==> src/rtl/mp_regfile_pkg.sv <==
// Shared constants for the dual-write, multi-read register file.
package mp_regfile_pkg;

  localparam int DEF_DATA_W = 32;
  localparam int DEF_ADDR_W = 5;
  localparam int ZERO_REG   = 0;
  localparam int NWR        = 2;

  // True when addr names a real register rather than the hardwired zero.
  function automatic logic is_real_reg(input logic [DEF_ADDR_W-1:0] addr);
    return addr != DEF_ADDR_W'(ZERO_REG);
  endfunction

endpackage

==> src/rtl/mp_regfile_rdport.sv <==
// One read port: stored value and pending bit, with same-cycle write/issue bypass.
module mp_regfile_rdport
  import mp_regfile_pkg::*;
#(
  parameter int DATA_W = DEF_DATA_W,
  parameter int ADDR_W = DEF_ADDR_W
) (
  input  logic [ADDR_W-1:0]     ra,
  input  logic [1:0]            we,
  input  logic [2*ADDR_W-1:0]   wa,
  input  logic [2*DATA_W-1:0]   wd,
  input  logic                  iss_en,
  input  logic [ADDR_W-1:0]     iss_a,
  input  logic [DATA_W-1:0]     stored_data,
  input  logic                  stored_pend,
  output logic [DATA_W-1:0]     rd,
  output logic                  rpend
);

  logic hit0, hit1, iss_hit, is_zero;

  always_comb begin
    is_zero = (ra == ADDR_W'(ZERO_REG));
    hit0    = we[0] && (wa[ADDR_W-1:0] == ra) && !is_zero;
    hit1    = we[1] && (wa[2*ADDR_W-1:ADDR_W] == ra) && !is_zero;
    iss_hit = iss_en && (iss_a == ra) && !is_zero;
  end

  // The younger write port wins when both target the read address.
  always_comb begin
    rd    = stored_data;
    rpend = stored_pend;
    if (hit1) begin
      rd = wd[2*DATA_W-1:DATA_W];
    end else if (hit0) begin
      rd = wd[DATA_W-1:0];
    end
    if ((hit0 || hit1) && !iss_hit) begin
      rpend = 1'b0;
    end
    if (is_zero) begin
      rd    = '0;
      rpend = 1'b0;
    end
  end

endmodule

==> src/rtl/mp_regfile.sv <==
// Register file with two write ports, NRD read ports, pending scoreboard and commit trace.
module mp_regfile
  import mp_regfile_pkg::*;
#(
  parameter int DATA_W = DEF_DATA_W,
  parameter int ADDR_W = DEF_ADDR_W,
  parameter int NRD    = 2
) (
  input  logic                    clk,
  input  logic                    reset,
  input  logic [1:0]              we,
  input  logic [2*ADDR_W-1:0]     wa,
  input  logic [2*DATA_W-1:0]     wd,
  input  logic [2*32-1:0]         wpc,
  input  logic [NRD*ADDR_W-1:0]   ra,
  output logic [NRD*DATA_W-1:0]   rd,
  output logic [NRD-1:0]          rpend,
  input  logic                    iss_en,
  input  logic [ADDR_W-1:0]       iss_a,
  output logic [1:0]              trc_v,
  output logic [2*32-1:0]         trc_pc,
  output logic [2*ADDR_W-1:0]     trc_a,
  output logic [2*DATA_W-1:0]     trc_d
);

  localparam int DEPTH = 2**ADDR_W;

  logic [DATA_W-1:0]   mem_q [DEPTH];
  logic [DATA_W-1:0]   mem_d [DEPTH];
  logic [DEPTH-1:0]    pend_q, pend_d;
  logic [1:0]          trc_v_q, trc_v_d;
  logic [2*32-1:0]     trc_pc_q, trc_pc_d;
  logic [2*ADDR_W-1:0] trc_a_q, trc_a_d;
  logic [2*DATA_W-1:0] trc_d_q, trc_d_d;

  logic [ADDR_W-1:0] wa0, wa1;
  logic [DATA_W-1:0] wd0, wd1;
  logic              commit0, commit1;

  // A port-0 write shadowed by port 1 to the same register is dropped entirely.
  always_comb begin
    wa0     = wa[ADDR_W-1:0];
    wa1     = wa[2*ADDR_W-1:ADDR_W];
    wd0     = wd[DATA_W-1:0];
    wd1     = wd[2*DATA_W-1:DATA_W];
    commit1 = we[1] && (wa1 != ADDR_W'(ZERO_REG));
    commit0 = we[0] && (wa0 != ADDR_W'(ZERO_REG)) && !(commit1 && (wa1 == wa0));
  end

  always_comb begin
    mem_d = mem_q;
    if (commit0) mem_d[wa0] = wd0;
    if (commit1) mem_d[wa1] = wd1;
  end

  // Write clears a pending bit, but a same-cycle issue to that register re-arms it.
  always_comb begin
    pend_d = pend_q;
    for (int r = 1; r < DEPTH; r++) begin
      if ((we[0] && (wa0 == ADDR_W'(r))) || (we[1] && (wa1 == ADDR_W'(r)))) begin
        pend_d[r] = 1'b0;
      end
      if (iss_en && (iss_a == ADDR_W'(r))) begin
        pend_d[r] = 1'b1;
      end
    end
    pend_d[ZERO_REG] = 1'b0;
  end

  always_comb begin
    trc_v_d  = {commit1, commit0};
    trc_pc_d = wpc;
    trc_a_d  = wa;
    trc_d_d  = wd;
  end

  always_ff @(posedge clk) begin
    if (reset) begin
      for (int r = 0; r < DEPTH; r++) begin
        mem_q[r] <= '0;
      end
      pend_q   <= '0;
      trc_v_q  <= '0;
      trc_pc_q <= '0;
      trc_a_q  <= '0;
      trc_d_q  <= '0;
    end else begin
      mem_q    <= mem_d;
      pend_q   <= pend_d;
      trc_v_q  <= trc_v_d;
      trc_pc_q <= trc_pc_d;
      trc_a_q  <= trc_a_d;
      trc_d_q  <= trc_d_d;
    end
  end

  assign trc_v  = trc_v_q;
  assign trc_pc = trc_pc_q;
  assign trc_a  = trc_a_q;
  assign trc_d  = trc_d_q;

  for (genvar i = 0; i < NRD; i++) begin : g_rd
    logic [ADDR_W-1:0] ra_i;
    assign ra_i = ra[i*ADDR_W +: ADDR_W];

    mp_regfile_rdport #(
      .DATA_W(DATA_W),
      .ADDR_W(ADDR_W)
    ) u_rdport (
      .ra          (ra_i),
      .we          (we),
      .wa          (wa),
      .wd          (wd),
      .iss_en      (iss_en),
      .iss_a       (iss_a),
      .stored_data (mem_q[ra_i]),
      .stored_pend (pend_q[ra_i]),
      .rd          (rd[i*DATA_W +: DATA_W]),
      .rpend       (rpend[i])
    );
  end

endmodule
==> config.mk <==
export PLATFORM = sky130hd
export DESIGN_NAME = mp_regfile
export DESIGN_NICKNAME = d
export VERILOG_FILES = /design/src/rtl/mp_regfile_pkg.sv /design/src/rtl/mp_regfile_rdport.sv /design/src/rtl/mp_regfile.sv
export SDC_FILE = /design/constraint.sdc
export NUM_CORES = 2
export LEC_CHECK = 0
export CAP_MARGIN = 30
export CORE_MARGIN = 3
export CORE_UTILIZATION = 25
export DETAILED_ROUTE_END_ITERATION = 10
export PLACE_DENSITY = 0.43
export SYNTH_ARGS = -nofsm -noshare
export SYNTH_HDL_FRONTEND = slang
export SYNTH_HIERARCHICAL = 1
export SYNTH_SLANG_ARGS = --single-unit
==> constraint.sdc <==
create_clock -name clk -period 6.5 [get_ports clk]
set_input_delay 1.95 -clock clk [delete_from_list [all_inputs] [get_ports clk]]
set_output_delay 1.95 -clock clk [all_outputs]
set_load 0.03 [all_outputs]
==> flow_results.xml <==
<?xml version="1.0" encoding="UTF-8"?>
<metrics>
  <group name="clock_tree">
    <metric name="max-clock-path-buffers" unit="">4</metric>
    <metric name="clkLatencyLatePin" unit="ps">840</metric>
    <metric name="clkSinkCount" unit="">1195</metric>
    <metric name="path_clk_slew" unit="ps">60</metric>
    <metric name="clock_root_cell" unit="">clkbuf_16</metric>
    <metric name="ctsHtreeMaxLevel" unit="">4</metric>
    <metric name="cts_made_buffers" unit="">163</metric>
    <metric name="holdBufCountCts" unit="">0</metric>
    <metric name="tritoncts" unit="">done</metric>
  </group>
  <group name="run">
    <metric name="max_cap_viol_count" unit="">0</metric>
  </group>
  <group name="synth">
    <metric name="leading_register_cell_type_out_of_synthesis" unit="">dfxtp_1</metric>
    <metric name="async_reset_ff_share" unit="%">0</metric>
    <metric name="synthXorXnorAreaFrac" unit="%">0.437</metric>
    <metric name="synth-compound-area-share" unit="%">17.0</metric>
    <metric name="post_synth_mux_area_share" unit="%">22.9</metric>
    <metric name="portion_of_the_post_synthesis_area_used_by_sequential_elements" unit="%">35.1</metric>
    <metric name="post_synthesis_simple_gate_area_fraction" unit="%">18.6</metric>
    <metric name="netlist-cell-type-count" unit="">59</metric>
    <metric name="ys.warnings.count" unit="">6</metric>
    <metric name="synth-edff-count" unit="">0</metric>
    <metric name="synth_adder_area_share" unit="%">0</metric>
    <metric name="synth_top_family_by_area" unit="">multiplexers</metric>
    <metric name="postSynthNetCount" unit="">7729</metric>
    <metric name="ys_seq_elements" unit="">1195</metric>
    <metric name="synthesized_area_per_cell" unit="sq um">8.99</metric>
    <metric name="synthesized_instance_count" unit="">7571</metric>
    <metric name="syn_area" unit="sq um">68100</metric>
  </group>
  <group name="worst_setup_path">
    <metric name="rr_startpoint" unit="">mem_q[378]</metric>
    <metric name="max_stage_delay" unit="ps">530</metric>
    <metric name="worstSetupStartpoint" unit="">ra[5]</metric>
    <metric name="critical_path.startpoint_type" unit="">primary input</metric>
    <metric name="critPathMostFrequentCell" unit="">mux4_2</metric>
    <metric name="rr_worst_depth" unit="">2</metric>
    <metric name="critical_path_class" unit="">primary input to output port</metric>
    <metric name="worst-endpoint-required" unit="ps">4550</metric>
    <metric name="critical_path.max_fanout" unit="">27</metric>
    <metric name="critPathSlowestCell" unit="">mux4_2</metric>
    <metric name="cp_data_arrival_time" unit="ps">4510</metric>
    <metric name="ordered_cell_list_for_the_critical_path" unit="">buf_16 -&gt; buf_12 -&gt; mux4_2 -&gt; mux4_2 -&gt; mux2_2 -&gt; nand2_1 -&gt; a31oi_1 -&gt; buf_4</metric>
    <metric name="endpoint_kind" unit="">output port</metric>
  </group>
  <group name="sta">
    <metric name="fin_worst_skew" unit="ps">0</metric>
    <metric name="final_slew_violations" unit="">0</metric>
    <metric name="count_of_endpoints_failing_setup_in_the_final_report" unit="">0</metric>
    <metric name="fmax" unit="MHz">155</metric>
    <metric name="grt_setup_unrepaired" unit="">false</metric>
    <metric name="maxSlewHeadroom" unit="%">26.9</metric>
    <metric name="post_route_setup_tns" unit="ps">0</metric>
    <metric name="endpoints_failing_hold" unit="">0</metric>
    <metric name="tightestPinTransition" unit="ps">1100</metric>
    <metric name="layout_worst_path_cycle_share" unit="%">99.4</metric>
    <metric name="layout_min_cycle_time" unit="ps">6460</metric>
    <metric name="fin_worst_hold_slack" unit="ps">473</metric>
  </group>
  <group name="global_route">
    <metric name="wire_length_of_the_first_global_routing_pass" unit="um">523000</metric>
    <metric name="first_global_vias" unit="">63300</metric>
    <metric name="grt_max_degree" unit="">195</metric>
    <metric name="globalRouteOverflowTotal" unit="">0</metric>
    <metric name="antenna_violations_before_repair" unit="">24</metric>
    <metric name="track_usage" unit="%">26.3</metric>
  </group>
  <group name="power">
    <metric name="pwr_density_cell" unit="nW/um^2">228</metric>
    <metric name="leakagePower" unit="nW">27.0</metric>
    <metric name="vdd.ir_drop.worst" unit="V">0.000183</metric>
  </group>
  <group name="floorplan">
    <metric name="fp.dieW" unit="um">528</metric>
    <metric name="core" unit="sq um">270000</metric>
    <metric name="design.portCount" unit="">364</metric>
    <metric name="rows" unit="">190</metric>
    <metric name="design.die.area" unit="sq um">279000</metric>
    <metric name="starting_density_of_the_core" unit="%">25.3</metric>
    <metric name="fp.dieH" unit="um">528</metric>
  </group>
  <group name="drt">
    <metric name="route.detailed.vias_per_inst" unit="">5.94</metric>
    <metric name="number_of_drc_violations_after_detailed_routing_iteration_0" unit="">9479</metric>
    <metric name="routed_wirelength" unit="um">380000</metric>
    <metric name="final_antenna_net_count" unit="">0</metric>
    <metric name="drt_pre_antenna_iters" unit="">8</metric>
    <metric name="detailroute.via_count" unit="">66900</metric>
    <metric name="drc_errors" unit="">0</metric>
    <metric name="avgRoutedWirePerCell" unit="um">33.7</metric>
  </group>
  <group name="hold_path">
    <metric name="worstHoldPathCells" unit="">2</metric>
    <metric name="hold_path_class" unit="">flop to flop</metric>
    <metric name="worst_hold_startpoint" unit="">mem_q[260]</metric>
  </group>
  <group name="final_layout">
    <metric name="net_count_of_the_finished_layout" unit="">7759</metric>
    <metric name="synthToLayoutAreaGrowth" unit="%">22.3</metric>
    <metric name="fin_util" unit="%">30.9</metric>
    <metric name="layout-drive-gt1-share" unit="%">20.9</metric>
  </group>
  <group name="place">
    <metric name="placement.io_buffers" unit="">363</metric>
    <metric name="place.gp.congestion" unit="">0.856</metric>
    <metric name="dp_hpwl" unit="um">225000</metric>
  </group>
  <group name="status">
    <metric name="run_status" unit="">finished clean</metric>
  </group>
</metrics>
[logic make-up after synthesis]
| group | after synthesis |
|---|---|
| XOR/XNOR | 34 |
| buffers and inverters | 936 |
| flip-flops | 1195 |
| AO/OA/AOI/OAI | 1469 |
| AND/OR/NAND/NOR | 3211 |
| multiplexers | 726 |
[state kept, by name, summed over array words and instances (netlist names)]
name and cells:
mem_q 1024, trc_d 64, trc_pc 64, pend_q 31, trc_a 10, trc_v 2
[through the flow]
stage	worst slack [ps]	area, sq um	total power (W)	instances
after floorplan	230	68100	0.00897	7571
after global placement	-124	77900	0.0100	11000
after detailed placement	-85.5	77900	0.0101	11000
after CTS	11.2	83100	0.0191	11300
after global routing	9.91	83200	0.0195	11300
final	41.6	83300	0.0190	11300
[timing repair]
action	CTS	global route
gates cloned	0	1
setup buffers	0	0
resized for setup	2	5
setup endpoints to repair	25	5
[report_power, final]
part           switching (W)  internal [W]
logic                0.00148      0.000852
clock network        0.00376       0.00530
registers           0.000113       0.00750
total                0.00535        0.0136
[synth_stat cells (24+ instances only)]
master	n	area [sq um]
a211oi_1	183	1370
a21oi_1	248	1240
a221oi_1	29	254
a311oi_1	780	6830
a31oi_1	64	400
buf_1	39	146
buf_2	172	861
clkbuf_1	679	2550
dfxtp_1	1195	23900
mux2_2	68	766
mux4_2	658	14800
nand2_1	1965	7380
nor2_1	1001	3760
nor2b_1	177	1110
o21ai_0	51	255
xor2_1	24	210
[path summary, 6_finish.rpt]
| path | endpoint | slack [ps] |
|---|---|---|
| setup / recovery | rd[56] | 40 |
| hold / removal | mem_q[260] | 470 |
| setup reg to reg | mem_q[378] | 5610 |
| hold reg to reg | mem_q[260] | 470 |
[cell type report]
class / count / area, sq um
inverter: 3 / 11.3
antenna: 5 / 12.5
multi-input combinational: 5440 / 40900
sequential: 1195 / 23900
tap: 3552 / 4440
clock inverter: 42 / 430
clock buffer: 231 / 4750
fill: 27600 / 186000
timing repair buffer: 798 / 8760
[cell usage in the layout (no fill, tap or decap), drive strengths merged, types with 4 or more instances in the layout]
cell type,synthesis,routed
clkinv,0,32
o311ai,17,17
bufinv,0,6
nand2b,10,10
a22oi,14,14
o21ai,78,78
mux4,658,658
and3,5,5
clkinvlp,0,4
and2,8,8
diode,0,5
nor3,14,14
clkdlybuf4s50,0,283
a31oi,64,64
a211oi,183,183
xnor2,10,10
a32oi,15,15
a21o,4,4
a21boi,11,11
a221oi,29,29
clkbuf,681,232
a21oi,252,252
or2,6,6
dfxtp,1195,1195
nor2,1001,1001
nor2b,177,177
or3,4,4
a311oi,796,796
xor2,24,24
nand3,5,5
buf,252,514
nor4,7,7
nand2,1965,1965
mux2,68,68
[routing by layer]
metal	part of all wire, %	global-route usage [%]
met1	39	34.5
met2	44	40.1
met3	11	6.72
met4	5.7	12.6
met5	0.0040	0
[critical path, delay by kind of cell]
| kind | cells | cell delay [ps] |
|---|---|---|
| AO/OA/AOI/OAI | 1 | 140 |
| multiplexers | 3 | 1400 |
| buffers and inverters | 3 | 830 |
| AND/OR/NAND/NOR | 1 | 90 |
Note: power is estimated with default switching activity, not from simulation.
